File: config.mk
export PLATFORM = sky130hd
export DESIGN_NAME = rom_scan_ctrl
export DESIGN_NICKNAME = d
export VERILOG_FILES = /design/src/rtl/rom_scan_ctrl.sv
export SDC_FILE = /design/constraint.sdc
export NUM_CORES = 1
export LEC_CHECK = 0
export CAP_MARGIN = 10
export CORE_ASPECT_RATIO = 1.2
export CORE_MARGIN = 2
export CORE_UTILIZATION = 60
export DETAILED_ROUTE_END_ITERATION = 16
export PLACE_DENSITY = 0.95
export SLEW_MARGIN = 20
export SYNTH_ARGS = -nofsm -noshare
export SYNTH_HDL_FRONTEND = slang
export SYNTH_SLANG_ARGS = --single-unit
File: constraint.sdc
create_clock -name clk -period 2.9 [get_ports clk]
set_input_delay 0.87 -clock clk [delete_from_list [all_inputs] [get_ports clk]]
set_output_delay 0.87 -clock clk [all_outputs]
set_load 0.02 [all_outputs]
File: src/rtl/rom_scan_ctrl.sv
// rom_scan_ctrl: raster-scan read controller for a synchronous image ROM with latency-aligned pixel markers
module rom_scan_ctrl #(
  parameter int IMG_W = 128,
  parameter int IMG_H = 128,
  parameter int ADDR_W = 15,
  parameter int CNT_W = 8,
  parameter int RD_LAT = 1,
  parameter bit CONTINUOUS = 1'b0
) (
  input  logic              clk,
  input  logic              rstn,
  input  logic              start,
  input  logic              stop,
  input  logic              out_ready,
  output logic              rom_rd_en,
  output logic [ADDR_W-1:0] rom_addr,
  output logic              pix_valid,
  output logic [CNT_W-1:0]  pix_col,
  output logic [CNT_W-1:0]  pix_row,
  output logic              sof,
  output logic              eol,
  output logic              eof,
  output logic              frame_done,
  output logic              busy
);
  typedef enum logic [1:0] {IDLE, SCAN, DRAIN} state_t;
  localparam logic [CNT_W-1:0] LAST_COL = CNT_W'(IMG_W - 1);
  localparam logic [CNT_W-1:0] LAST_ROW = CNT_W'(IMG_H - 1);
  localparam int DW = 2 * CNT_W + 3;
  state_t state, state_nxt;
  logic [CNT_W-1:0] col, row;
  logic [ADDR_W-1:0] addr;
  logic [2:0] dcnt;
  logic [DW-1:0] iss;
  logic [RD_LAT-1:0] dv;
  logic [DW-1:0] dl [RD_LAT];
  logic issue, last_col, last_pix;
  assign last_col = col == LAST_COL;
  assign last_pix = last_col && row == LAST_ROW;
  assign issue = state == SCAN && out_ready && !stop;
  assign pix_valid = dv[RD_LAT-1];
  assign {pix_row, pix_col} = dl[RD_LAT-1][DW-1:3];
  assign sof = pix_valid & dl[RD_LAT-1][2];
  assign eol = pix_valid & dl[RD_LAT-1][1];
  assign eof = pix_valid & dl[RD_LAT-1][0];
  assign frame_done = eof;
  assign busy = state != IDLE;
  // next state: stop aborts from anywhere, drain lasts exactly RD_LAT cycles
  always_comb begin
    state_nxt = state;
    state_nxt = stop ? IDLE :
                (state == IDLE && start) ? SCAN :
                (issue && last_pix && !CONTINUOUS) ? DRAIN :
                (state == DRAIN && dcnt == 3'(RD_LAT - 1)) ? IDLE : state;
  end
  // state register
  always_ff @(posedge clk or negedge rstn)
    if (!rstn) state <= IDLE;
    else state <= state_nxt;
  // raster counters, registered read strobe and the free-running latency delay line
  always_ff @(posedge clk or negedge rstn)
    if (!rstn) begin
      col <= '0;
      row <= '0;
      addr <= '0;
      rom_rd_en <= 1'b0;
      rom_addr <= '0;
      iss <= '0;
      dv <= '0;
      dcnt <= '0;
      for (int i = 0; i < RD_LAT; i++) dl[i] <= '0;
    end else begin
      rom_rd_en <= issue;
      dcnt <= state == DRAIN ? dcnt + 3'd1 : 3'd0;
      dv <= stop ? '0 : RD_LAT'({dv, rom_rd_en});
      dl[0] <= iss;
      for (int i = 1; i < RD_LAT; i++) dl[i] <= dl[i-1];
      if (stop) begin
        col <= '0;
        row <= '0;
        addr <= '0;
        rom_addr <= '0;
      end else if (issue) begin
        rom_addr <= addr;
        iss <= {row, col, row == '0 && col == '0, last_col, last_pix};
        col <= last_col ? '0 : col + 1'b1;
        row <= last_pix ? '0 : last_col ? row + 1'b1 : row;
        addr <= last_pix ? '0 : addr + 1'b1;
      end
    end
endmodule

==> impl_metrics.toml <==
[sta]
final_hold_viols = 0
tns_ns = 0
finalCritPeriodShare = 0.823
finalCriticalPeriod_ns = 2.39
slew_violations = 0
fmax_mhz = 419
setup-violations-final = 0
setup_ws_ns = 0.513
whs_ns = 0.379
max_slew_margin = 0.685
max_slew.worst_pin.slew_ns = 0.471
grt_setup_unrepaired = "no"
fin_skew_ns = 0.00787

[floorplanning]
start_util = 0.621
fp.dieW_um = 78.6
chipHeight_um = 93.5
dieArea_mm2 = 0.00734
placeableCoreArea_mm2 = 0.00645
row_count = 32
ios = 43

[drt]
routed_wire_length_per_instance_um = 16.1
initial_drc_count = 428
route.antenna.remaining_nets = 0
detail_route.wirelength_um = 8350
detail_route.first_pass.iterations = 5
vias_per_cell = 6.05
final_routed_drc_violation_total = 0
num_vias = 3139

[min_path]
hp-class = "flip-flop to flip-flop"

[critical_path]
crit_chain = "clkdlybuf4s50_1 -> inv_1 -> nand2_1 -> clkinv_1 -> buf_4 -> a31oi_1 -> o21ai_0"
worstSetupPathDepth = 7
crit_path_max_fanout = 15
crit_family = "buffers and inverters"
critical_path.max_stage_delay_ns = 0.49
critPathRequiredTime_ns = 3.11
critPathCapture = "addr[8]"
timing.critical_path.to_type = "flip-flop"
crit-reg2reg-capture = "addr[11]"
cp-start-kind = "input pin"
ff2ff_setup_slack_ns = 0.68
setup.worst_path.class = "input pin to flip-flop"
worst_r2r_startpoint = "col[0]"
worstSetupStartpoint = "stop"
reg2regPathDepth = 5
worstPathBufferInverterCount = 4
cp.arrival_ns = 2.59
critical_path.slowest_cell = "sky130_fd_sc_hd__clkdlybuf4s50_1"

[logic_synthesis]
yosys_synthesis_warning_count = 0
synth_area_leaders = "sky130_fd_sc_hd__dfrtp_1, sky130_fd_sc_hd__nand2_1, sky130_fd_sc_hd__buf_4, sky130_fd_sc_hd__a21oi_1, sky130_fd_sc_hd__o21ai_0"
mappedNetlistNets = 412
post_synth_num_cell_types = 48
dominant_synthesized_flop_cell = "sky130_fd_sc_hd__dfrtp_1"
synth.largest_area_cell = "sky130_fd_sc_hd__dfrtp_1"
yosysSeqAreaShare = 0.569
ys_ff_latch = 91
synth.cell_area_mm2 = 0.00400
synth_top_area_share = 0.569
post_synthesis_cell_count = 400
synth-edff-count = 0
ys_async_sr_fraction = 1.00
synthesis.area_per_instance_um2 = 10.0

[cts]
cts_hold_buf = 0
tritoncts = "yes"
cts.sinks = 91
post_cts_buffers = 0
cts_max_path_buffers = 2
clock_latency_ns = 0.35
cts_root_buf = "sky130_fd_sc_hd__clkbuf_8"
cts.reportedPaths.clkPinSlew_ns = 0.09
post_cts.resized_instances = 0
tritoncts.num_buffers = 9
cts_h_tree_depth = 3

[grt]
grt_overflow = 0
grt_start_max_net_pins = 72
first_global_vias = 3020
grt_antenna_before_repair = 0
grt_first_pass_wirelength_um = 14100
global_route.usage.total = 0.247

[power]
ir_drop_v = 0.000247
power_per_cell_area_mw_per_mm2 = 509
static-leakage-power_uw = 0.00207

[placed_design]
port-buffer-count = 42
hpwlAfterDp_um = 5560
gp_routability_congestion = 0.921
place_worst_setup_slack_ns = 0.235

[layout]
ratio_of_cells_with_drive_above_1_in_the_final_layout = 0.0806
antenna_cells = 0
syn_to_final_growth_pct = 16.0
num-nets-final = 441

[job]
maxCapViolCount = 0

[run_status]
status = "finished, final reports clean"
## layout by cell type, fill, tap and decap left out, types with 3 or more instances in the layout
cell type                         instances
sky130_fd_sc_hd__a21oi_1                 21
sky130_fd_sc_hd__a22o_1                   3
sky130_fd_sc_hd__a31oi_1                 10
sky130_fd_sc_hd__and2_1                   3
sky130_fd_sc_hd__and3_1                   6
sky130_fd_sc_hd__buf_4                   12
sky130_fd_sc_hd__clkbuf_8                10
sky130_fd_sc_hd__clkdlybuf4s50_1         41
sky130_fd_sc_hd__dfrtp_1                 91
sky130_fd_sc_hd__ha_1                     7
sky130_fd_sc_hd__inv_1                   16
sky130_fd_sc_hd__nand2_1                 83
sky130_fd_sc_hd__nand3_1                 12
sky130_fd_sc_hd__nand4_1                  7
sky130_fd_sc_hd__nor2_1                  17
sky130_fd_sc_hd__nor4_1                   8
sky130_fd_sc_hd__o21ai_0                 19
sky130_fd_sc_hd__o31ai_1                  3
sky130_fd_sc_hd__or3_1                    8
sky130_fd_sc_hd__or4_1                    6
sky130_fd_sc_hd__xnor2_1                  3
sky130_fd_sc_hd__xor2_1                   6
## sequential cells by signal, summed over array words and instances, names as in the netlist
signal	count
col	8
addr	15
row	8
iss	19
state	2
rom_rd_en	1
rom_addr	15
pix_valid	1
dcnt	3
dl	19
## worst min-delay path by stage
stage | startpoint | end | slack (ns) | depth (start not counted)
after detailed placement | iss[18] | dl[18] | 0.36 | 0
after CTS | iss[12] | dl[12] | 0.38 | 0
after global placement | iss[16] | dl[16] | 0.36 | 0
after floorplan | iss[0] | dl[0] | 0.35 | 0
final | iss[15] | dl[15] | 0.38 | 0
after global routing | iss[15] | dl[15] | 0.39 | 0
## stage by stage
step                      std cells   util  instance area, um2  power (uW)
final                           519  0.720                4640        2360
after global routing            519  0.720                4640        2450
after CTS                       519  0.720                4640        2370
after detailed placement        503  0.685                4420        1440
after global placement          503  0.685                4420        1430
after floorplan                 400      -                4000        1370
## cells in the mapped netlist (8+ instances only)
| master | count |
|---|---|
| sky130_fd_sc_hd__a31oi_1 | 10 |
| sky130_fd_sc_hd__buf_4 | 17 |
| sky130_fd_sc_hd__inv_1 | 16 |
| sky130_fd_sc_hd__or3_1 | 8 |
| sky130_fd_sc_hd__dfrtp_1 | 91 |
| sky130_fd_sc_hd__nor4_1 | 8 |
| sky130_fd_sc_hd__clkbuf_1 | 12 |
| sky130_fd_sc_hd__o21ai_0 | 19 |
| sky130_fd_sc_hd__nand2_1 | 83 |
| sky130_fd_sc_hd__nand3_1 | 12 |
| sky130_fd_sc_hd__a21oi_1 | 21 |
| sky130_fd_sc_hd__nor2_1 | 17 |
## final cells by class
| cell class | count | area, um2 |
|---|---|---|
| inverter | 17 | 63.8 |
| timing repair buffer | 54 | 520 |
| tap | 85 | 106 |
| clock inverter | 5 | 83.8 |
| fill | 423 | 1800 |
| clock buffer | 11 | 141 |
| multi-input combinational | 256 | 1450 |
| sequential | 91 | 2280 |
## layer usage
layer | up-vias | wire, um | global-route usage
met3 | 33 | 487 | 0.0367
met2 | 153 | 4390 | 0.412
met1 | 1527 | 3200 | 0.303
li1 | 1426 | - | -
met5 | - | 0 | 0
met4 | 0 | 276 | 0.146
## report_power, final
| part | total (uW) | switching, uW | internal (uW) |
|---|---|---|---|
| logic | 119 | 80.8 | 38.3 |
| registers | 1290 | 10.6 | 1280 |
| clock network | 951 | 439 | 512 |
| total | 2360 | 530 | 1830 |
## cells by family after synthesis
family / share of synthesized area
compound gates: 0.106
xor+xnor: 0.0197
fa+ha+maj: 0.0219
buf+inv: 0.0688
flops: 0.569
mux: 0.00782
simple gates: 0.207
(Power assumes the default switching activity.)
